===== src/rtl/rvc_aligner.sv =====
// Realigns word-aligned 32-bit fetch words into 16/32-bit instructions on halfword
// boundaries, presenting each one with its PC through a registered valid/ready slot.
//
// state   | meaning
// --------+-----------------------------------------------------------------
// ALIGNED | no halfword buffered; next instruction starts at a fetch word
// HELD    | hold_r buffers the low half of the next instruction
// SKIP    | redirect to an odd halfword; the next fetch word's low half is dropped
module rvc_aligner (
  input  logic        clk_i,
  input  logic        rst_ni,
  input  logic        fetch_valid_i,
  input  logic [31:0] fetch_data_i,
  input  logic [31:0] fetch_pc_i,
  output logic        fetch_ready_o,
  input  logic        flush_i,
  input  logic [31:0] flush_pc_i,
  output logic        instr_valid_o,
  output logic [31:0] instr_o,
  output logic [31:0] instr_pc_o,
  input  logic        instr_ready_i
);

  typedef enum logic [1:0] {
    ALIGNED = 2'd0,
    HELD    = 2'd1,
    SKIP    = 2'd2
  } state_t;

  state_t      state_r;
  logic [15:0] hold_r;
  logic [31:0] hold_pc_r;

  logic        adv;
  logic        hc;
  logic        fetch_acc;
  logic [31:0] fetch_pc_hi;

  // Only bit 1 of the redirect target matters here; fetch handles the word part.
  logic unused_flush_bits;
  assign unused_flush_bits = ^{flush_pc_i[31:2], flush_pc_i[0]};

  assign adv         = !instr_valid_o || instr_ready_i;
  assign hc          = hold_r[1:0] != 2'b11;
  assign fetch_pc_hi = fetch_pc_i + 32'd2;
  assign fetch_acc   = fetch_valid_i && fetch_ready_o;

  always_comb begin
    fetch_ready_o = 1'b0;
    if (!rst_ni || flush_i) begin
      fetch_ready_o = 1'b0;
    end else if (state_r == SKIP) begin
      fetch_ready_o = 1'b1;
    end else if (state_r == HELD && hc) begin
      fetch_ready_o = 1'b0;
    end else begin
      fetch_ready_o = adv;
    end
  end

  always_ff @(posedge clk_i or negedge rst_ni) begin
    if (!rst_ni) begin
      state_r       <= ALIGNED;
      hold_r        <= 16'h0;
      hold_pc_r     <= 32'h0;
      instr_valid_o <= 1'b0;
      instr_o       <= 32'h0;
      instr_pc_o    <= 32'h0;
    end else if (flush_i) begin
      instr_valid_o <= 1'b0;
      hold_r        <= 16'h0;
      hold_pc_r     <= 32'h0;
      state_r       <= flush_pc_i[1] ? SKIP : ALIGNED;
    end else begin
      // Default: slot drains when taken; any emission below overrides this.
      if (instr_ready_i) begin
        instr_valid_o <= 1'b0;
      end
      case (state_r)
        ALIGNED: begin
          if (fetch_acc) begin
            instr_valid_o <= 1'b1;
            instr_pc_o    <= fetch_pc_i;
            if (fetch_data_i[1:0] != 2'b11) begin
              instr_o   <= {16'h0, fetch_data_i[15:0]};
              hold_r    <= fetch_data_i[31:16];
              hold_pc_r <= fetch_pc_hi;
              state_r   <= HELD;
            end else begin
              instr_o <= fetch_data_i;
            end
          end
        end
        HELD: begin
          if (hc) begin
            if (adv) begin
              instr_valid_o <= 1'b1;
              instr_o       <= {16'h0, hold_r};
              instr_pc_o    <= hold_pc_r;
              state_r       <= ALIGNED;
            end
          end else if (fetch_acc) begin
            instr_valid_o <= 1'b1;
            instr_o       <= {fetch_data_i[15:0], hold_r};
            instr_pc_o    <= hold_pc_r;
            hold_r        <= fetch_data_i[31:16];
            hold_pc_r     <= fetch_pc_hi;
          end
        end
        SKIP: begin
          if (fetch_acc) begin
            hold_r    <= fetch_data_i[31:16];
            hold_pc_r <= fetch_pc_hi;
            state_r   <= HELD;
          end
        end
        default: begin
          state_r <= ALIGNED;
        end
      endcase
    end
  end

endmodule


===== config.mk =====
export PLATFORM = sky130hd
export DESIGN_NAME = rvc_aligner
export DESIGN_NICKNAME = d
export VERILOG_FILES = /design/src/rtl/rvc_aligner.sv
export SDC_FILE = /design/constraint.sdc
export NUM_CORES = 1
export LEC_CHECK = 0
export BUFFER_PORTS_ARGS = -buffer_cell sky130_fd_sc_hd__buf_2
export CORE_MARGIN = 2
export CORE_UTILIZATION = 44
export DETAILED_ROUTE_END_ITERATION = 6
export GPL_TIMING_DRIVEN = 0
export PLACE_DENSITY = 0.72
export SYNTH_ARGS = -nofsm -noshare
export SYNTH_HDL_FRONTEND = slang
export SYNTH_SLANG_ARGS = --single-unit
export TNS_END_PERCENT = 20

===== constraint.sdc =====
create_clock -name clk_i -period 2.1 [get_ports clk_i]
set_input_delay 0.42 -clock clk_i [delete_from_list [all_inputs] [get_ports clk_i]]
set_output_delay 0.42 -clock clk_i [all_outputs]
set_load 0.01 [all_outputs]

# Word-level counts from Yosys, hierarchy flattened

Cells that the tools add are included.

Register bits: 115
Input bits: 101
Output and inout bits: 66
Word-level logic and storage cells: 73

Add/sub/neg operators: 1
Eq/ne operators: 13
Multiplexer cells: 40
Bitwise logic cells: 1
Reductions and logical operators: 12

Operators by type and width:

| operator                | number |
|---|---|
| $mux W32                | 14 |
| $pmux W32 S2            | 2 |
| $pmux W32 S3            | 1 |
| $mux W16                | 5 |
| $pmux W16 S3            | 1 |
| $add A32 B2 Y32 const B | 1 |
| $ne A3 B3 Y1 const B    | 8 |
| $mux W2                 | 7 |
| $reduce_and A5 Y1       | 2 |
| $mux W1                 | 8 |
| $ne A2 B2 Y1 const B    | 3 |
| $pmux W2 S3             | 1 |
| $reduce_and A4 Y1       | 1 |
| $reduce_bool A4 Y1      | 1 |
| $eq A2 B1 Y1 const B    | 1 |
| $eq A2 B2 Y1 const B    | 1 |
| $logic_and A1 B1 Y1     | 2 |
| $logic_not A1 Y1        | 2 |
| $logic_not A2 Y1        | 1 |
| $logic_or A1 B1 Y1      | 2 |
| $pmux W1 S2             | 1 |
| $reduce_bool A2 Y1      | 1 |
| $not A1 Y1              | 1 |

# Depth between registers and ports, before layout

Gate-level depths: netlist of run 1.

Depth in word-level cells: 10
Mapped depth: 11

# Worst setup path after synthesis of run 1

No wires, ideal clock.

Path type: reg-to-reg
From: register state_r[0]
To: register hold_pc_r[1]
Arrival: 1.957 ns
Required time: 1.973 ns
Slack: 0.015 ns
Cell stages (with the launch flop): 10
Buffers on the path: 2
Clock period less this slack: 2.085 ns
Cell sequence: dfrtp_1 > inv_1 > ha_1 > nand2b_1 > o221ai_2 > and2_1 > buf_2 > nor3_4 > buf_6 > mux2_1

Longest elaborated chain between the ends: 10
Elaborated cells on any way between the ends: 17

Ends and longest elaborated chain:

| what                     | RTL line | source |
|---|---|---|
| start: declaration       | 30       | `state_t state_r;` |
| start signal: assignment | 73       | `state_r <= flush_pc_i[1] ? SKIP : ALIGNED;` |
| $eq A2 B1 Y1             | 54, 79   |  |
| $logic_and A1 B1 Y1      | 54       | `end else if (state_r == HELD && hc) begin` |
| $mux W1                  | 54       |  |
| $mux W1                  | 52       | `end else if (state_r == SKIP) begin` |
| $mux W1                  | 50       | `if (!rst_ni \|\| flush_i) begin` |
| $logic_and A1 B1 Y1      | 46       | `assign fetch_acc = fetch_valid_i && fetch_ready_o;` |
| $mux W32 (2 in series)   | --       |  |
| $pmux W32 S3             | 79       | `case (state_r)` |
| $mux W32                 | 69       | `end else if (flush_i) begin` |
| end signal: assignment   | 87       | `hold_pc_r <= fetch_pc_hi;` |
| end signal: assignment   | 107      | `hold_pc_r <= fetch_pc_hi;` |
| end signal: assignment   | 113      | `hold_pc_r <= fetch_pc_hi;` |
| end: declaration         | 32       | `logic [31:0] hold_pc_r;` |

Several ways; a longest one is shown, not always the timed one. The select of a mux whose other input is x is not followed.
A chain may end at the register's enable or synchronous reset.

# Worst setup path after layout of run 1

From: register state_r[1]
To: register instr_pc_o[8]

Longest elaborated chain between the ends: 8
Elaborated cells on any way between the ends: 14

Ends and longest elaborated chain:

| what                                                   | RTL line | source |
|---|---|---|
| $eq A2 B1 Y1                                           | 54, 79   |  |
| $logic_and A1 B1 Y1                                    | 54       |  |
| $mux W1                                                | 54       |  |
| $mux W1                                                | 52       |  |
| $mux W1                                                | 50       |  |
| $logic_and A1 B1 Y1                                    | 46       |  |
| $ne A3 B3 Y1 (no line) or $ne A2 B2 Y1 (tied branches) | --       |  |
| $reduce_and A5 Y1 (no line)                            | --       |  |
| end signal: assignment                                 | 83       | `instr_pc_o <= fetch_pc_i;` |
| end signal: assignment                                 | 99       | `instr_pc_o <= hold_pc_r;` |
| end signal: assignment                                 | 105      | `instr_pc_o <= hold_pc_r;` |
| end: declaration                                       | 20       | `output logic [31:0] instr_pc_o,` |

Several ways; a longest one is shown, not always the timed one.

==> impl_summary.md, run 1 <==
Layout
The leading cell type in the layout, fill and taps excluded is buf_2. The final design area excluding fillers is 8040 um^2. The number of non-filler instances in the completed layout is 960. The signed area change from the synthesized netlist to the final layout is 34.6%.

The share of post-route cells with drive strength above 1 is 33.4%. In the layout the commonest cells are buf_2 (144), dfrtp_1 (114), nand2_1 (77), o21ai_0 (67), mux2i_1 (49). The number of nets in the final layout is 876. The repair_antennas step left the layout with diodes totalling 0.

Clock tree
TritonCTS built the clock tree. Clock-pin slew was measured on the worst setup and hold paths at 0.05 ns. The deepest clock path buffer count is 2. The count of clock tree sinks is 115. The number of clock buffers inserted by TritonCTS is 17. The root cell of the clock tree is clkbuf_16. For the worst-skew pair, the clock arrives at the later sink with an insertion delay of 0.42 ns. In this run the number of H-tree levels came out at 4.

Critical path
The data arrival time of the critical path is 2.47 ns. Among the stages of the critical path, the cell type that occurs most often is buf_6. The type of the setup path with the least slack is flop to flop. The largest fanout on the critical path is 10. The maximum cell stage delay along the critical path is 0.43 ns. The data required time of the critical path is 2.43 ns. STA classifies the critical path endpoint as a flop.

The slowest stage of the critical path belongs to the cell dfrtp_1. The critical path launch point type is a flop. The critical path goes through inv_2, ha_4, buf_6, nor2_1, nor2_2, o221ai_4, buf_6, buf_4, clkbuf_4, o21ai_0.

Synth
The synthesized design contains 0 enable-type register cells. For this run, asynchronously set or reset flops after synthesis account for 100%. The flip-flop and latch count after synthesis is 115. For this run, the number of Yosys warnings is 0.

The number of distinct library cells after synthesis is 48. The number of nets handed over by synthesis was 705. The primary flip-flop cell chosen by synthesis mapping is dfrtp_1. The fraction of the yosys area taken by sequential cells is 48.2%. The number of standard cells after synthesis is 600.

After synthesis the cells add up to 5970 um^2. Averaged over all synthesized cells, the footprint is 9.96 um^2.

STA
The worst pin sits at a relative slew slack of 49.6%. In the final timing run, aggregate negative setup slack is -0.340 ns. Setup repair after global routing could not meet its margin everywhere. The highest clock frequency the design can meet is 0.466 GHz. The final-report max-slew violation count was 0.

The number of endpoints failing setup at the final stage is 26. The number of hold-slack violations in the final timing report came to 0. The final critical delay including setup and external delays is 2.14 ns. The setup skew after layout is 0.00500 ns. The final period utilization is 102%.

The transition at the pin with the smallest max-transition slack is 0.757 ns. The post-layout worst setup margin is -0.0446 ns.

Route
Summing over every cut layer, the via total after detailed routing is 5579. Dividing the detail-routed via count by the number of cells gives 5.81. In the routed design, unresolved DRC markers number 0.

The number of iterations in the first detailed-routing pass is 5. In this run, the number of DRC markers left after iteration 0 of detailed routing was 370. Dividing the detail-routed wire length by the instance count gives 18.8 um. The number of nets still failing antenna checks after routing is 0.

Wires add up to 18000 um.

Flow run
The max-cap violation count is 0.

Global routing
For this run the aggregate overflow at the end of global routing stands at 0. The total routing usage reported by global routing is 24.7%. The maximum number of pins on one net before global-route repair is 46.

The first-pass GRT wire length is 28000 um. The number of antenna violations at the first check in global routing is 0. The via count of the first global-routing pass is 5598.

Die
For this configuration, the core starts out at a cell density of 45.1%. 167 I/O pins were placed. The core area is 13200 um^2.

The floorplan step set the die width to 121 um. The number of standard-cell rows in the floorplan is 42. From bottom edge to top edge, the die measures 121 um. The floorplan step defined a die boundary enclosing 14500 um^2.

Pwr
IR analysis of the VDD net gives a maximum drop of 0.000589 V. Sequential cells account for 33.5% of the total power. The clock network fraction of total power is 34.6%. The switching component of the power is 3.33 mW. Net switching is 33.2% of the power.

In this run the power density over the cells is 1250 nW/um^2. Power comes to 10.0 mW. For this design the static power due to leakage is 3.60 nW. The share of total power dissipated in combinational logic is 32.0%. The internal portion of the total power is 6.69 mW.

Hold path
The worst hold path belongs to the class primary input to async pin.

Placed design
At the end of routability-driven placement, the weighted congestion stood at 0.892. In this run the cell area measured after placement is 6900 um^2. Detailed placement ended at an HPWL of 12200 um. The number of placed instances, taps included, is 911.

The post-placement worst setup slack is -0.759 ns. The number of port buffers is 134.

Run status
The checks that failed: negative setup slack. The run finished, with violations left.
-- routing by layer --
| metal | track usage (%) | part of all wire [%] | up-vias |
|---|---|---|---|
| met3 | 5.33 | 6.8 | 27 |
| met5 | 0 | 0 | - |
| met1 | 30.8 | 41 | 2753 |
| met4 | 10.2 | 2.0 | 0 |
| met2 | 41.6 | 50 | 242 |
| li1 | - | - | 2557 |
-- metrics by stage --
stage | hold WS [ns] | util, %
6_report | 0.0382 | 60.7
5_1_grt | 0.0455 | 60.7
4_1_cts | 0.0255 | 59.3
3_5_place_dp | 0.309 | 52.1
3_3_place_gp | 0.457 | 51.8
2_1_floorplan | 0.124 | -
-- final timing paths --
| path | slack, ns | startpoint | end | depth (start not counted) |
|---|---|---|---|---|
| max | -0.04 | state_r[1] | instr_pc_o[8] | 10 |
| min | 0.04 | rst_ni | instr_o[6] | 3 |
| max reg2reg | -0.04 | state_r[1] | instr_pc_o[8] | 10 |
| min reg2reg | 0.48 | instr_o[25] | instr_o[25] | 2 |
| max in group asynchronous | 1.73 | rst_ni | state_r[0] | 2 |
| min in group clk_i | 0.25 | flush_pc_i[1] | state_r[1] | 3 |
-- kinds of logic after synthesis --
group	Yosys count	synth area share [%]
buf+inv	57	4.36
mux	50	8.40
simple gates	154	13.7
flops	115	48.2
compound gates	191	20.3
fa+ha+maj	4	0.838
xor+xnor	29	4.25
-- power by group through the flow --
| stage | clock, mW | sequential [mW] | combinational, mW |
|---|---|---|---|
| 2_1_floorplan | 0 | 3.58 | 1.46 |
| 3_3_place_gp | 0 | 3.34 | 2.78 |
| 3_5_place_dp | 0 | 3.38 | 2.86 |
| 4_1_cts | 3.49 | 3.35 | 3.03 |
| 5_1_grt | 3.62 | 3.45 | 3.49 |
| 6_report | 3.46 | 3.36 | 3.20 |
-- worst max-delay path: cells and delay by family (launching register included) --
family | cells | cell delay (ns)
buffers and inverters | 5 | 0.76
AND/OR/NAND/NOR | 2 | 0.33
flip-flops | 1 | 0.43
adder cells (fa/ha/maj) | 1 | 0.17
AO/OA/AOI/OAI | 2 | 0.37
-- Yosys cell counts (11+ instances only) --
master | count | area [um^2]
xnor2_1 | 11 | 96.3
buf_2 | 16 | 80.1
mux2i_1 | 49 | 490
nand4_1 | 28 | 175
clkbuf_1 | 27 | 101
nor2_1 | 11 | 41.3
o31ai_1 | 18 | 135
nand2_1 | 79 | 297
dfrtp_1 | 115 | 2880
xor2_1 | 18 | 158
a211oi_1 | 27 | 203
o21ai_0 | 70 | 350
a22oi_1 | 16 | 120
a21oi_1 | 22 | 110
a31oi_1 | 27 | 169
-- layout make-up --
cell class,instances,area [um^2]
clock buffer,19,453
clock inverter,13,254
inverter,7,26.3
fill,1129,5200
timing repair buffer,153,942
buffer,49,314
multi-input combinational,428,2950
tap,176,220
sequential,115,2880
-- what timing repair did --
item	CTS	global route
buffers inserted	7	6
gates cloned	2	0
endpoints found under the setup margin	112	114
endpoints found under the hold margin	27	0
resized for setup	36	41
pin swaps	3	7
hold buffers	3	0
-- state kept, by name, summed over array words and instances (netlist names) --
| signal | count |
|---|---|
| instr_pc_o | 32 |
| state_r | 2 |
| instr_o | 32 |
| hold_pc_r | 32 |
| hold_r | 16 |
| instr_valid_o | 1 |
(Power assumes the default switching activity.)
==> run 2: changes to the inputs <==
--- a/config.mk
+++ b/config.mk
@@ -9,8 +9,9 @@
 export CORE_MARGIN = 2
 export CORE_UTILIZATION = 44
 export DETAILED_ROUTE_END_ITERATION = 6
+export GPL_ROUTABILITY_DRIVEN = 0
 export GPL_TIMING_DRIVEN = 0
-export PLACE_DENSITY = 0.72
+export PLACE_DENSITY = 0.83
 export SYNTH_ARGS = -nofsm -noshare
 export SYNTH_HDL_FRONTEND = slang
 export SYNTH_SLANG_ARGS = --single-unit
==> run 2 against run 1 <==
  * The run now ends clean
  * Die area did not move
  * Core utilization fell by 0.88 points
  * Clock-buffer cell count rose by 7
  * Hold slack improved by 0.028 ns
  * Sequential power barely moved
  * Via count rose by 0.99%
  * Largest power group is now sequential cells
==> impl_summary.md, run 2 (synthesized netlist as in run 1, its figures left out) <==
Run status
Run status: complete, no violations (was finished with violations).

Clock tree
The H-tree depth reported by CTS is 4 (unchanged). The count of clock tree sinks is 115 (unchanged). The deepest clock path buffer count is 2 (unchanged). The root cell of the clock tree is clkbuf_16 (unchanged). The number of clock buffers inserted by TritonCTS was 17 (unchanged). The source-to-sink clock delay at the later pin of the worst-skew pair is 0.42 ns (about the same). The CTS tree is yes (unchanged).

The clock-pin slew on the worst setup and hold paths is 0.05 ns (about the same).

Die
The I/O pin total is 167 (unchanged). The die boundary height came to 121 um (unchanged). The width of the die is 121 um (unchanged). The number of standard-cell rows in the floorplan is 42 (unchanged).

The effective utilization at floorplan was 45.1% (unchanged). The full die area is 14500 um^2 (unchanged). The core area came to 13200 um^2 (unchanged).

Layout
The final design area excluding fillers is 7920 um^2 (was 8040 um^2). The area of the multi-input gates is 2980 um^2 (was 2950 um^2). The leading cell type in the layout, fill and taps excluded was buf_2 (unchanged). The number of fill cells is 1127 (was 1129). The number of nets in the final layout is 877 (was 876). The area occupied by registers was 2880 um^2 (unchanged). The signed area change from the synthesized netlist to the final layout is 32.6% (was 34.6%). Largest registers in the final layout: hold_pc_r x32, instr_o x32, instr_pc_o x32 (unchanged). The number of antenna repair diodes is 0 (unchanged). Commonest cells after routing, fill and taps aside: buf_2 (143), dfrtp_1 (114), nand2_1 (77), o21ai_0 (70), mux2i_1 (49) (was buf_2 (144), dfrtp_1 (114), nand2_1 (77), o21ai_0 (67), mux2i_1 (49)). The share of post-route cells with drive strength above 1 was 33.4% (unchanged).

Critical path
The data arrival time of the critical path is 2.39 ns (was 2.47 ns). The type of the setup path with the least slack was flop to flop (unchanged). The type of destination of the critical path is a flop (unchanged). The largest fanout on the critical path is 7 (was 10). The critical path launch point type is a flop (unchanged).

The data required time of the critical path is 2.40 ns (was 2.43 ns).

STA
The final critical delay including setup and external delays was 2.09 ns (was 2.14 ns). The number of hold-slack violations in the final timing report is 0 (unchanged). The final period utilization was 99.6% (was 102%).

The post-layout worst setup margin is 0.00811 ns (was -0.0446 ns). The transition at the pin with the smallest max-transition slack came to 1.07 ns (was 0.757 ns). The highest clock frequency the design can meet is 0.478 GHz (was 0.466 GHz). Setup repair after global routing missed its margin: true (unchanged). The final-report max-slew violation count is 0 (unchanged). The setup skew after layout was 0.0115 ns (was 0.00500 ns). The number of endpoints failing setup at the final stage was 0 (was 26). The worst-case headroom to the max-slew limit was 28.3% (was 49.6%).

Route
The detailed-route wire length per cell is 18.9 um (was 18.8 um). The iteration-0 DRC count of the detailed router is 479 (was 370). The number of nets still failing antenna checks after routing is 0 (unchanged). The total via count after detailed routing is 5634 (was 5579). The number of vias per cell after detailed routing is 5.87 (was 5.81). The total DRC errors in the routed layout is 0 (unchanged). The number of iterations in the first detailed-routing pass is 5 (unchanged).

The post-detailed-routing wire length came to 18100 um (was 18000 um).

Global routing
The final global-route overflow total is 0 (unchanged). The maximum number of pins on one net before global-route repair is 47 (was 46). The total routing usage reported by global routing is 25.4% (was 24.7%).

The first-pass GRT wire length is 28800 um (was 28000 um). The via count of the first global-routing pass came to 5558 (was 5598). The number of antenna violations at the first check in global routing is 0 (unchanged).

Placed design
The number of port buffers is 134 (unchanged). The instance area after placement is 6900 um^2 (unchanged). The post-placement worst setup slack is -0.786 ns (was -0.759 ns). The half-perimeter wire length of the detailed placement result came to 12100 um (was 12200 um).

Pwr
The total power density per cell area came to 1180 nW/um^2 (was 1250 nW/um^2). The static leakage power is 3.56 nW (was 3.60 nW). The peak ir drop on the vdd network is 0.000674 V (was 0.000589 V).

Hold path
The path category of the worst min-delay check was primary input to async pin (unchanged).

Flow run
The max-cap violation count is 0 (unchanged).
==> run 2: cell count changes in the layout (fill, tap and decap cells not counted), sizes merged <==
cell,delta
bufinv,-6
dlygate4sd3,+1
and2,+1
clkbuf,+8
clkinv,+2
buf,-3
bufbuf,+1
clkinvlp,-4
==> run 2: report_power, final <==
group | total [mW] | switching [mW] | internal [mW]
combinational | 3.28 | 1.91 | 1.36
sequential | 3.35 | 0.410 | 2.94
clock | 2.71 | 0.972 | 1.74
total | 9.34 | 3.29 | 6.04
==> run 2: worst paths after layout <==
path	from	end	slack, ns	cells past startpoint
worst max-delay path	state_r[0]	hold_pc_r[1]	0.008	8
worst min-delay path	rst_ni	hold_pc_r[14]	0.07	3
worst max register to register	state_r[0]	hold_pc_r[1]	0.008	8
worst min register to register	instr_o[22]	instr_o[22]	0.47	2
max in group asynchronous	rst_ni	hold_r[2]	0.52	3
min in group clk_i	flush_pc_i[1]	state_r[1]	0.26	3
==> run 2: critical path: stages (launching register included) <==
cell      delay [ns]
dfrtp_2         0.45
inv_2           0.11
ha_4            0.19
nand2b_4        0.16
o221ai_4        0.13
and2_4          0.20
nor3_4          0.25
buf_6           0.17
mux2_1          0.32
==> run 2: metal layers <==
metal	GRT usage, %	vias to the layer above	part of all wire [%]
li1	-	2564	-
met1	32.3	2752	40
met2	43.0	272	51
met3	6.04	46	7.0
met4	7.70	0	2.6
met5	0	-	0
==> run 2: layout make-up <==
cell class | count | area share (%)
Buffer | 47 | 3.89
Clock buffer | 26 | 6.30
Clock inverter | 5 | 0.632
Inverter | 7 | 0.332
Multi-Input combinational cell | 429 | 37.7
Sequential cell | 115 | 36.3
Tap cell | 176 | 2.78
Timing Repair Buffer | 155 | 12.1
==> run 2: metrics by stage <==
stage	setup TNS (ns)	utilization [%]	instances	hold WS, ns	power (mW)
after CTS	-0.0573	58.6	956	0.0649	9.18
after detailed placement	-72.22	52.1	911	0.302	6.26
final	0	59.8	960	0.0663	9.34
after floorplan	0	-	600	0.124	5.03
after global routing	-0.714	59.8	960	0.0676	9.86
after global placement	-330.38	51.8	910	0.456	6.15
==> run 2: what timing repair did <==
item	4_1_cts	5_1_grt
resized for setup	46	31
pin swaps	7	8
gates cloned	3	1
hold buffers	3	0
setup buffers	10	4
setup endpoints to repair	113	111
hold endpoints to repair	25	0
==> run 3: changes to the inputs <==
--- a/config.mk
+++ b/config.mk
@@ -11,7 +11,8 @@
 export DETAILED_ROUTE_END_ITERATION = 6
 export GPL_ROUTABILITY_DRIVEN = 0
 export GPL_TIMING_DRIVEN = 0
-export PLACE_DENSITY = 0.83
+export PLACE_DENSITY_LB_ADDON = 0.1
+export SETUP_SLACK_MARGIN = 0.05
 export SYNTH_ARGS = -nofsm -noshare
 export SYNTH_HDL_FRONTEND = slang
 export SYNTH_SLANG_ARGS = --single-unit
==> run 3 against run 2 <==
  * Global-route usage decreased by 0.65 points
  * Largest cell class unchanged
  * Die area unchanged
  * Clock-buffer cell count increased by 2
  * Non-clock buffer count increased by 1
  * Maximum frequency increased by 2.6%
  * Final area increased by 2.0%
  * Total power increased by 0.44%
==> impl_summary.md, run 3 (synthesized netlist as in run 1, its figures left out) <==
STA
The number of hold-slack violations in the final timing report is 0 (unchanged). The setup skew after layout is 0.00868 ns (was 0.0115 ns). The final period utilization is 97.1% (was 99.6%). The sum of negative setup slack came to 0 ns (unchanged). The transition at the pin with the smallest max-transition slack is 1.11 ns (was 1.07 ns). The highest clock frequency the design can meet is 0.490 GHz (was 0.478 GHz). The number of endpoints failing setup at the final stage came to 0 (unchanged).

The final critical delay including setup and external delays is 2.04 ns (was 2.09 ns). Setup repair after global routing missed its margin: true (unchanged). The final-report max-slew violation count is 0 (unchanged). The worst-case headroom to the max-slew limit is 25.9% (was 28.3%).

Pwr
The relative contribution of sequential cells to total power is 35.8% (was 35.9%). The part of the power in combinational logic is 35.8% (was 35.1%). The clock network fraction of total power is 28.4% (was 29.0%). The switching share of power is 35.3% (about the same). The peak ir drop on the vdd network was 0.000521 V (was 0.000674 V). The total power density per cell area is 1160 nW/um^2 (was 1180 nW/um^2). The total power is 9.38 mW (was 9.34 mW). The static leakage power was 3.61 nW (was 3.56 nW). The internal power is 6.06 mW (was 6.04 mW). The switching component of the power was 3.31 mW (was 3.29 mW).

Run status
Run status: complete, no violations (unchanged).

Route
The iteration-0 DRC count of the detailed router was 326 (was 479). The total DRC errors in the routed layout is 0 (unchanged). The post-detailed-routing wire length was 17900 um (was 18100 um). The detailed-route wire length per cell is 18.6 um (was 18.9 um). The total via count after detailed routing is 5474 (was 5634).

The number of nets still failing antenna checks after routing is 0 (unchanged). The number of iterations in the first detailed-routing pass was 5 (unchanged). The number of vias per cell after detailed routing is 5.70 (was 5.87).

Layout
The number of fill cells is 1164 (was 1127). The number of antenna repair diodes is 0 (unchanged). The leading cell type in the layout, fill and taps excluded is buf_2 (unchanged). Commonest cells after routing, fill and taps aside: buf_2 (144), dfrtp_1 (114), nand2_1 (76), o21ai_0 (66), mux2i_1 (49) (was buf_2 (143), dfrtp_1 (114), nand2_1 (77), o21ai_0 (70), mux2i_1 (49)).

The number of nets in the final layout was 877 (unchanged). The share of post-route cells with drive strength above 1 was 34.4% (was 33.4%). The signed area change from the synthesized netlist to the final layout is 35.2% (was 32.6%). Largest registers in the final layout: hold_pc_r x32, instr_o x32, instr_pc_o x32 (unchanged).

Global routing
The maximum number of pins on one net before global-route repair is 45 (was 47). The via count of the first global-routing pass is 5452 (was 5558). The final global-route overflow total is 0 (unchanged). The first-pass GRT wire length is 28000 um (was 28800 um). The number of antenna violations at the first check in global routing was 0 (unchanged). The total routing usage reported by global routing is 24.8% (was 25.4%).

Critical path
The type of the setup path with the least slack is flop to flop (unchanged). The largest fanout on the critical path is 5 (was 7). The maximum cell stage delay along the critical path came to 0.38 ns (was 0.45 ns). The endpoint of the worst register-to-register path was hold_pc_r[5] (was hold_pc_r[1]). The type of destination of the critical path is a flop (unchanged). Worst path cell trace: buf_4, ha_4, buf_4, o221a_4, a21boi_4, nor3_4, buf_4, buf_2, a211oi_1 (was inv_2, ha_4, nand2b_4, o221ai_4, and2_4, nor3_4, buf_6, mux2_1). The count of buffer and inverter cells on the critical path is 4 (was 2). The largest delay contributor family on the critical path is compound AO/OA/AOI/OAI gates (was simple AND/OR/NAND/NOR gates). The critical path launch point type is a flop (unchanged). The most numerous cell type found on the critical path is buf_4.

The worst reg-to-reg setup slack was 0.06 ns (was 0.008 ns). The launch instance of the worst register-to-register path is state_r[1] (was state_r[0]). The data required time of the critical path came to 2.42 ns (was 2.40 ns). The data arrival time of the critical path is 2.36 ns (was 2.39 ns). The cell with the largest stage delay on the worst path is dfrtp_1 (was dfrtp_2). The depth of the most critical reg-to-reg path is 9 (was 8).

Die
The I/O pin total is 167 (unchanged). The core area is 13200 um^2 (unchanged). The width of the die came to 121 um (unchanged). The full die area is 14500 um^2 (unchanged). The die boundary height is 121 um (unchanged). The number of standard-cell rows in the floorplan is 42 (unchanged). The effective utilization at floorplan is 45.1% (unchanged).

Clock tree
The source-to-sink clock delay at the later pin of the worst-skew pair is 0.42 ns (about the same). The count of clock tree sinks is 115 (unchanged). The number of clock buffers inserted by TritonCTS came to 17 (unchanged). The CTS tree is yes (unchanged). The root cell of the clock tree is clkbuf_16 (unchanged). The deepest clock path buffer count was 2 (unchanged). The clock-pin slew on the worst setup and hold paths is 0.06 ns (was 0.05 ns). The H-tree depth reported by CTS was 4 (unchanged).

Placed design
The number of port buffers is 134 (unchanged). The half-perimeter wire length of the detailed placement result is 12000 um (was 12100 um).

Hold path
The path category of the worst min-delay check is primary input to async pin (unchanged).

Flow run
The max-cap violation count was 0 (unchanged).
run 3: area by class of cell:
class | instances | area, um^2 | area share [%]
inverters | 7 | 26.3 | 0.325
clock buffers | 28 | 527 | 6.52
well taps | 176 | 220 | 2.73
multi-input cells | 428 | 3070 | 38.0
repair buffers | 157 | 991 | 12.3
plain buffers | 46 | 340 | 4.21
clock inverters | 4 | 20.0 | 0.248
flip-flops and latches | 115 | 2880 | 35.6
run 3: worst max path at each step:
stage               start            end  slack, ns  cells after the start
3_5_place_dp       rst_ni   hold_pc_r[1]      -0.76                      9
3_3_place_gp       rst_ni   hold_pc_r[1]      -2.26                      8
6_report       state_r[1]   hold_pc_r[5]       0.06                      9
2_1_floorplan  state_r[0]   hold_pc_r[1]       0.05                      9
5_1_grt        state_r[0]  hold_pc_r[25]      -0.02                      8
4_1_cts        state_r[0]  fetch_ready_o     -0.002                      5
run 3: worst register-to-register path, cell delays in order, from the launching register on:
cell and delay [ns]:
dfrtp_1 0.38, buf_4 0.15, ha_4 0.18, buf_4 0.13
o221a_4 0.31, a21boi_4 0.22, nor3_4 0.07, buf_4 0.15
buf_2 0.14, a211oi_1 0.22
run 3: timing repair:
| action | CTS | global route |
|---|---|---|
| resized for setup | 41 | 60 |
| pin swaps | 5 | 10 |
| gates cloned | 3 | 1 |
| setup buffers | 10 | 5 |
| hold endpoints to repair | 28 | 0 |
| hold buffers | 3 | 0 |
| setup endpoints to repair | 114 | 113 |
run 3: power by group through the flow:
stage               sequential, mW  clock, mW  combinational [mW]
finish                        3.36       2.66                3.36
global route                  3.44       2.81                3.67
CTS                           3.33       2.70                3.08
detailed placement            3.36          0                2.87
global placement              3.32          0                2.80
floorplan                     3.58          0                1.46
run 3: routing by layer:
metal / up-vias / track usage (%) / part of all wire (%)
met1: 2672 / 32.5 / 43
met3: 25 / 5.24 / 5.9
met5: - / 0 / 0
met4: 0 / 7.78 / 1.7
met2: 212 / 41.1 / 50
li1: 2565 / - / -
run 3: through the flow:
stage | instance area (um^2) | utilization, % | cells | setup WS, ns | hold WS (ns)
final | 8080 | 61.0 | 961 | 0.0601 | 0.0513
after global routing | 8080 | 61.0 | 961 | -0.0164 | 0.0603
after CTS | 7760 | 58.6 | 958 | -0.00200 | 0.0546
after detailed placement | 6900 | 52.1 | 911 | -0.756 | 0.314
after global placement | 6870 | 51.9 | 910 | -2.26 | 0.457
after floorplan | 5980 | - | 600 | 0.0533 | 0.124
